`config.mk`:
```
export PLATFORM = sky130hd
export DESIGN_NAME = alu_regfile_ctrl
export DESIGN_NICKNAME = d
export VERILOG_FILES = /design/src/rtl/alu_pkg.sv /design/src/rtl/alu_core.sv /design/src/rtl/alu_regfile_ctrl.sv
export SDC_FILE = /design/constraint.sdc
export NUM_CORES = 1
export LEC_CHECK = 0
export CORE_MARGIN = 3
export CORE_UTILIZATION = 30
export CTS_BUF_LIST = sky130_fd_sc_hd__clkbuf_4 sky130_fd_sc_hd__clkbuf_8
export DETAILED_ROUTE_END_ITERATION = 10
export GPL_ROUTABILITY_DRIVEN = 0
export HOLD_SLACK_MARGIN = 0.03
export PLACE_DENSITY = 0.44
export SYNTH_ARGS = -nofsm -noshare
export SYNTH_HDL_FRONTEND = slang
export SYNTH_SLANG_ARGS = --single-unit
```
`constraint.sdc`:
```
create_clock -name clk -period 4.23 [get_ports clk]
set_input_delay 0.423 -clock clk [delete_from_list [all_inputs] [get_ports clk]]
set_output_delay 0.423 -clock clk [all_outputs]
set_load 0.1 [all_outputs]
```
`src/rtl/alu_pkg.sv`:
```
// Shared definitions for the ALU sequencer slice.
//   DATA_W          datapath / register width
//   OP_AND..OP_SLT  3-bit opcode encoding
//   S_IDLE..S_WB    sequencer state encoding
package alu_pkg;

  localparam int DATA_W = 16;

  localparam logic [2:0] OP_AND = 3'b000;
  localparam logic [2:0] OP_OR  = 3'b001;
  localparam logic [2:0] OP_XOR = 3'b010;
  localparam logic [2:0] OP_LDI = 3'b011;
  localparam logic [2:0] OP_ADD = 3'b100;
  localparam logic [2:0] OP_SUB = 3'b101;
  localparam logic [2:0] OP_SLL = 3'b110;
  localparam logic [2:0] OP_SLT = 3'b111;

  localparam logic [1:0] S_IDLE = 2'd0;
  localparam logic [1:0] S_READ = 2'd1;
  localparam logic [1:0] S_EXEC = 2'd2;
  localparam logic [1:0] S_WB   = 2'd3;

endpackage

```
`src/rtl/alu_core.sv`:
```
// Combinational ALU.
//   a, b    operands
//   imm     immediate, passed through for LDI
//   op      opcode (alu_pkg encoding)
//   result  computed value
//   carry   ADD carry-out / SUB borrow, 0 for other ops
module alu_core
  import alu_pkg::*;
#(
  parameter int DATA_W = alu_pkg::DATA_W
) (
  input  logic [DATA_W-1:0] a,
  input  logic [DATA_W-1:0] b,
  input  logic [DATA_W-1:0] imm,
  input  logic [2:0]        op,
  output logic [DATA_W-1:0] result,
  output logic              carry
);

  localparam int SH_W = $clog2(DATA_W);

  // One extra bit so the carry/borrow falls out of the same adder.
  logic [DATA_W:0] sum;

  always_comb begin
    result = '0;
    carry  = 1'b0;
    sum    = '0;
    case (op)
      OP_AND: result = a & b;
      OP_OR:  result = a | b;
      OP_XOR: result = a ^ b;
      OP_LDI: result = imm;
      OP_ADD: begin
        sum    = {1'b0, a} + {1'b0, b};
        result = sum[DATA_W-1:0];
        carry  = sum[DATA_W];
      end
      OP_SUB: begin
        // Top bit of the widened difference is set exactly when a < b unsigned.
        sum    = {1'b0, a} - {1'b0, b};
        result = sum[DATA_W-1:0];
        carry  = sum[DATA_W];
      end
      OP_SLL: result = a << b[SH_W-1:0];
      OP_SLT: result = {{(DATA_W-1){1'b0}}, ($signed(a) < $signed(b))};
      default: result = '0;
    endcase
  end

endmodule

```
`src/rtl/alu_regfile_ctrl.sv`:
```
// Four-state sequencer around alu_core with an NREGS x DATA_W register file.
//   clk, rst                 clock, synchronous active-high reset
//   instr_valid/instr_ready  instruction handshake (op, rd, rs, rt, imm)
//   result, zero, carry      last result and flags, held between instructions
//   result_valid             one-cycle pulse in WB
//   dbg_addr/dbg_data        combinational register read port
module alu_regfile_ctrl
  import alu_pkg::*;
#(
  parameter int DATA_W = alu_pkg::DATA_W,
  parameter int NREGS  = 8,
  parameter int ADDR_W = 3
) (
  input  logic              clk,
  input  logic              rst,
  input  logic              instr_valid,
  output logic              instr_ready,
  input  logic [2:0]        op,
  input  logic [ADDR_W-1:0] rd,
  input  logic [ADDR_W-1:0] rs,
  input  logic [ADDR_W-1:0] rt,
  input  logic [DATA_W-1:0] imm,
  output logic [DATA_W-1:0] result,
  output logic              result_valid,
  output logic              zero,
  output logic              carry,
  input  logic [ADDR_W-1:0] dbg_addr,
  output logic [DATA_W-1:0] dbg_data
);

  logic [DATA_W-1:0] regs [NREGS];
  logic [1:0]        state;

  logic [2:0]        op_q;
  logic [ADDR_W-1:0] rd_q, rs_q, rt_q;
  logic [DATA_W-1:0] imm_q, a_q, b_q;

  logic [DATA_W-1:0] alu_res;
  logic              alu_carry;

  alu_core #(.DATA_W(DATA_W)) u_core (
    .a      (a_q),
    .b      (b_q),
    .imm    (imm_q),
    .op     (op_q),
    .result (alu_res),
    .carry  (alu_carry)
  );

  assign instr_ready  = (state == S_IDLE) && !rst;
  // Gated by rst so an abort landing on the WB cycle never reports a result.
  assign result_valid = (state == S_WB) && !rst;

  // R0 is forced to zero on reads; writes to it are also dropped in WB.
  assign dbg_data = (dbg_addr == '0) ? '0 : regs[dbg_addr];

  always_ff @(posedge clk) begin
    if (rst) begin
      state  <= S_IDLE;
      for (int i = 0; i < NREGS; i++) regs[i] <= '0;
      op_q   <= '0;
      rd_q   <= '0;
      rs_q   <= '0;
      rt_q   <= '0;
      imm_q  <= '0;
      a_q    <= '0;
      b_q    <= '0;
      result <= '0;
      zero   <= 1'b0;
      carry  <= 1'b0;
    end else begin
      case (state)
        S_IDLE: begin
          if (instr_valid) begin
            op_q  <= op;
            rd_q  <= rd;
            rs_q  <= rs;
            rt_q  <= rt;
            imm_q <= imm;
            state <= S_READ;
          end
        end
        S_READ: begin
          a_q   <= (rs_q == '0) ? '0 : regs[rs_q];
          b_q   <= (rt_q == '0) ? '0 : regs[rt_q];
          state <= S_EXEC;
        end
        S_EXEC: begin
          result <= alu_res;
          zero   <= (alu_res == '0);
          carry  <= alu_carry;
          state  <= S_WB;
        end
        S_WB: begin
          // Write lands at the end of WB, ahead of any following READ.
          if (rd_q != '0) regs[rd_q] <= result;
          state <= S_IDLE;
        end
        default: state <= S_IDLE;
      endcase
    end
  end

endmodule

```
== Yosys cells after proc, flatten, opt, wreduce, memory -nomap -nowiden ==
Memories as Yosys holds them, arrays and structs flattened. A register that Yosys moved wholly into a read port is not among the register bits.
Cells that the tools add are included.

* Flip-flop bits (word level): 80
* Latch bits: 0
* Memory bits (writable): 128
* Bits in read-only memories: 0
* Input port bits: 34
* Output and inout port bits: 36
* Word-level logic and storage cells: 62
* Memories kept: 1

{| class="wikitable"
|+ Memories
! name !! words !! width !! read ports !! clocked after Yosys merged registers in !! wr ports !! line !! text
|-
| regs || 8 || 16 || 3 || 2 || 8 || alu_regfile_ctrl.sv:31 || <nowiki>logic [DATA_W-1:0] regs [NREGS];</nowiki>
|}

* Add/sub/neg operators: 2
* $mul: 0
* Div/mod/pow operators: 0
* $lt $le $gt $ge: 1
* Equality and inequality tests: 11
* Shift-type cells: 1
* Multiplexer cells: 20
* Bitwise gates (word level): 3
* Reduce and logical (&&, ||, !) cells: 12

{| class="wikitable"
|+ Operator list
! cell !! count
|-
| case mux 16 bit (8 select lines) || 1
|-
| two-way mux 16 bit || 4
|-
| adder 16 x 16 -> 17 bit || 1
|-
| subtractor 16 x 16 -> 17 bit || 1
|-
| bitwise AND 16 bit || 1
|-
| logical NOT 16 bit || 1
|-
| < comparator 16 bit || 1
|-
| OR 16 bit || 1
|-
| OR reduction 16 bit || 1
|-
| << shifter 16 x 4 -> 16 bit || 1
|-
| XOR 16 bit || 1
|-
| two-way mux 3 bit || 5
|-
| equality test 3 bit, second input constant || 4
|-
| logical NOT 3 bit || 4
|-
| case mux 2 bit (4 select lines) || 1
|-
| two-way mux 1 bit || 7
|-
| equality test 3 x 2 -> 1 bit, second input constant || 2
|-
| equality test 2 bit, second input constant || 2
|-
| equality test 3 x 1 -> 1 bit, second input constant || 1
|-
| nonzero test 3 bit || 1
|-
| equality test 2 x 1 -> 1 bit, second input constant || 1
|-
| logical AND 1 bit || 2
|-
| logical NOT 2 bit || 1
|-
| two-way mux 2 bit || 1
|-
| 4 further kinds || 4
|}

== Depth between registers and ports, before layout ==
* Depth in word-level cells: 7
* Depth in mapped cells: 14
* Gate-level depth less buffers: 13

== By module ==
A second synthesis with hierarchy kept.

* Cells, all modules: 1373
* Area total of the unflattened synthesis: 14033.5 sq um

{| class="wikitable"
|+ By module, submodules not included
! module !! instances !! cells each !! area an instance (sq um) !! seq. area each (sq um)
|-
| alu_regfile_ctrl || 1 || 874 || 10644.0 || 5565.3
|-
| alu_core || 1 || 499 || 3389.5 || 0.0
|}

== Least setup slack after synthesis ==
Ideal clock, no wire load.

* Kind: input -> output
* Start: input dbg_addr[0]
* End: output dbg_data[15]
* Data arrival time: 3.577 ns
* Required time: 3.807 ns
* Setup slack: 0.230 ns
* Stages on the path: 5
* Path buffers: 3
* Cell sequence: clkbuf_1 -> clkbuf_1 -> clkbuf_1 -> a22oi_1 -> o21ai_0

* Word-level cells in the longest chain between the ends: 2
* Elaborated cells between the ends (all ways): 3
* Classes of those cells: mux (1); reduce/logical (1); memory (1)

{| class="wikitable"
|+ RTL lines
! element !! line !! text
|-
| start, declared || alu_regfile_ctrl.sv:27 || <nowiki>input logic [ADDR_W-1:0] dbg_addr,</nowiki>
|-
| memory read (8 x 16 bit) or logical NOT 3 bit (tied branches) || - ||
|-
| two-way mux 16 bit (*) || alu_regfile_ctrl.sv:55 || <nowiki>assign dbg_data = (dbg_addr == '0) ? '0 : regs[dbg_addr];</nowiki>
|-
| end, declared || alu_regfile_ctrl.sv:28 || <nowiki>output logic [DATA_W-1:0] dbg_data</nowiki>
|}

Mark *: on every way between the ends. The rest lies on a longest branch, timed or not.

== Final worst setup path ==
* Start: register b_q[0]
* End: register zero

* Word-level cells in the longest chain between the ends: 3
* Elaborated cells between the ends (all ways): 9
* Classes of those cells: add/sub (2); order compare (1); shift (1); mux (1); bitwise (3); reduce/logical (1)

{| class="wikitable"
|+ RTL lines
! element !! line !! text
|-
| start, declared || alu_regfile_ctrl.sv:36 || <nowiki>logic [DATA_W-1:0] imm_q, a_q, b_q;</nowiki>
|-
| start signal, assigned || alu_regfile_ctrl.sv:85 || <nowiki>b_q <= (rt_q == '0) ? '0 : regs[rt_q];</nowiki>
|-
| subtractor 16 x 16 -> 17 bit, or another cell as far along || alu_core.sv:41 || <nowiki>sum = {1'b0, a} - {1'b0, b};</nowiki>
|-
| case mux 16 bit (8 select lines) (*) || alu_core.sv:29 || <nowiki>case (op)</nowiki>
|-
| logical NOT 16 bit (*) || alu_regfile_ctrl.sv:90 || <nowiki>zero <= (alu_res == '0);</nowiki>
|-
| end signal, assigned || alu_regfile_ctrl.sv:90 ||
|-
| end, declared || alu_regfile_ctrl.sv:25 || <nowiki>output logic zero,</nowiki>
|}

Marked as above.
A chain may end at the register's enable or synchronous reset.

==> results.json <==
{
  "synth_cell_types": 78,
  "ir_drop_v": 0.000237,
  "core_area_um2": 44700,
  "cts.repair.resized": 0,
  "die-area_um2": 48300,
  "use_met2_pct": 32.5,
  "cts_root_buf": "clkbuf_8",
  "area_growth_pct": 17.8,
  "critPathCaptureType": "register",
  "crit_path_cell_trace": "ha_1 > inv_1 > fa_1 > nand2b_1 > a21oi_1 > o21ai_1 > o311ai_0 > a21oi_1 > mux2i_1 > xnor2_1 > o22ai_1 > nor4_2 > a31o_1",
  "clk_pin_slew_ns": 0.06,
  "dp_cells": 1945,
  "cap_viol_max_count": 0,
  "maxSlewHeadroom_pct": 18.7,
  "std_cell_rows": 77,
  "use_met3_pct": 2.79,
  "p_leak_nw": 5.73,
  "yosysWarnings": 0,
  "slowest_stage": "dfxtp_1",
  "fmax_mhz": 267,
  "grt_usage_pct": 20.1,
  "cts_tree": "done",
  "postCtsHoldBufs": 0,
  "synth_largest_area_cell": "edfxtp_1",
  "dp_slack_ns": 0.553,
  "grt_pass1_wl_um": 71800,
  "tns_ns": 0,
  "ys_seq_area_share_pct": 40.6,
  "initial_core_util_pct": 30.7,
  "status": "finished, final reports clean",
  "startpoint_type": "register",
  "final_layout_size_suffix_gt1_share_pct": 19.5,
  "synth_cells": 1309,
  "setup_violations": 0,
  "place_area_um2": 15400,
  "port_buffers": 69,
  "fin_ws_ns": 0.486,
  "grt_util_met1_pct": 27.6,
  "synth_top_cell_area_share_pct": 28.0,
  "finalNonFillerCells": 2014,
  "cpPeakStageDelay_ns": 0.60,
  "synth_area_um2": 13700,
  "crit_path_frequent_cell": "a21oi_1",
  "timing.final.max_slew_violations": 0,
  "cts_buffer_depth": 3,
  "first_iter_violations": 952,
  "routed_wl_um": 48400,
  "postSynthAreaPerCell_um2": 10.5,
  "hpwl_um": 34300,
  "drc": 0,
  "ant_nets": 0,
  "die_y_um": 220,
  "synth_edf_count": 128,
  "grt_setup_unrepaired": "no",
  "synth_ff_type": "edfxtp_1",
  "skew_ns": 0.0311,
  "grt_max_degree": 57,
  "layout.nets": 1485,
  "insertion_delay_ns": 0.59,
  "grt_pass1_vias": 10900,
  "htree_levels": 2,
  "design_area_um2": 16200,
  "hp-class": "in2reg",
  "worst-setup-path-type": "reg2reg",
  "finalCriticalPeriod_ns": 3.74,
  "worst_slew_pin_slew_ns": 1.22,
  "worst-path-max-fanout": 9,
  "p_per_area_nw_per_um2": 471,
  "vias_per_cell": 5.35,
  "wl_per_cell_um": 24.0,
  "synthArstFlopShare_pct": 0,
  "finalCritPeriodShare_pct": 88.5,
  "grt-busiest-layer": "met2",
  "pin_count": 70,
  "critPathArrivalTime_ns": 4.26,
  "antenna_found_initial": 3,
  "cts_setup_buffers": 0,
  "finalHoldViolCount": 0,
  "cts_made_buffers": 40,
  "crit_required_ns": 4.74,
  "clock_sinks": 214,
  "synth_area_leaders": "edfxtp_1, mux4_2, dfxtp_1, and2_1, ha_1",
  "die_w_um": 220,
  "synth-seq-cells": 214,
  "overflow": 0,
  "finalCoreUtilization_pct": 36.2,
  "vias": 10800,
  "firstDrtPassIters": 5
}
## worst paths after layout
check             startpoint   endpoint  slack [ns]  cells past startpoint
hold / removal           rst  imm_q[13]        0.23                      2
hold reg to reg    imm_q[14]  imm_q[14]        0.46                      2
setup reg to reg      b_q[0]       zero        0.49                     13
setup / recovery      b_q[0]       zero        0.49                     13
## layer usage
metal	routed length, um	share of wire [%]
met5	0	0
met4	1630	3.4
met2	22600	47
met3	2320	4.8
met1	21900	45
## stage by stage
step                      hold WS (ns)  power (mW)
after floorplan                  0.433        4.65
after global placement           0.448        5.66
after detailed placement         0.448        5.65
after CTS                        0.178        7.69
after global routing             0.205        8.02
final                            0.230        7.62
## critical path: cells and delay by family (launching register included)
family / cells / cell delay, ns
flip-flops: 1 / 0.60
AND/OR/NAND/NOR: 2 / 0.47
adder cells (fa/ha/maj): 2 / 0.70
AO/OA/AOI/OAI: 6 / 1.52
buffers and inverters: 1 / 0.07
multiplexers: 1 / 0.20
XOR/XNOR: 1 / 0.13
## cells in the mapped netlist (all sizes together), types with 11 or more instances
cell type,n
a211oi,16
a21oi,126
a221oi,23
and2,112
buf,30
clkbuf,62
dfxtp,86
edfxtp,128
ha,54
inv,73
mux2,21
mux2i,63
mux4,87
nand2,95
nand2b,12
nor2,119
nor2b,18
nor3,14
o21ai,29
o22ai,15
xnor2,11
## sequential cells by signal, indices dropped and copies added, names as in the netlist, 2 cells and up, named ones only
| name | count |
|---|---|
| a_q | 16 |
| b_q | 16 |
| imm_q | 16 |
| op_q | 3 |
| rd_q | 3 |
| regs | 128 |
| result | 16 |
| rs_q | 3 |
| rt_q | 3 |
| state | 2 |
## cell families after synthesis
logic type / share of synthesized area, %
DFF: 40.6
adders and majority gates: 5.22
other: 0.0273
and+or+nand+nor: 14.9
AOI/OAI and AO/OA: 13.1
xor gates and xnor gates: 0.766
muxes: 20.6
buffers and inverters: 4.83
## cell usage in the layout, fill, tap and decap left out, drive strengths merged, types with 12 or more instances in the layout
master / Yosys / routed
edfxtp: 128 / 128
a21oi: 126 / 126
nor2: 119 / 119
and2: 112 / 112
nand2: 95 / 95
mux4: 87 / 87
dfxtp: 86 / 86
inv: 73 / 74
buf: 30 / 72
mux2i: 63 / 63
clkbuf: 62 / 60
ha: 54 / 54
clkdlybuf4s50: 0 / 49
o21ai: 29 / 29
a221oi: 23 / 23
mux2: 21 / 21
nor2b: 18 / 18
a211oi: 16 / 16
conb: 1 / 16
o22ai: 15 / 15
nor3: 14 / 14
nand2b: 12 / 12
## power breakdown
part           internal, mW  switching (mW)  total (mW)  leakage [nW]
Clock                  1.08           0.906        1.99         0.413
Sequential             2.39           0.285        2.67          2.01
Combinational          1.11            1.85        2.95          3.30
## area by class of cell
| class | count | area (um^2) |
|---|---|---|
| fill | 4592 | 28500 |
| multi-input combinational | 944 | 7600 |
| sequential | 214 | 5570 |
| timing repair buffer | 121 | 1210 |
| tap | 592 | 741 |
| clock buffer | 60 | 719 |
| inverter | 74 | 280 |
| clock inverter | 8 | 50.0 |
| antenna | 1 | 2.50 |
Power figures use the tool's default switching activity.
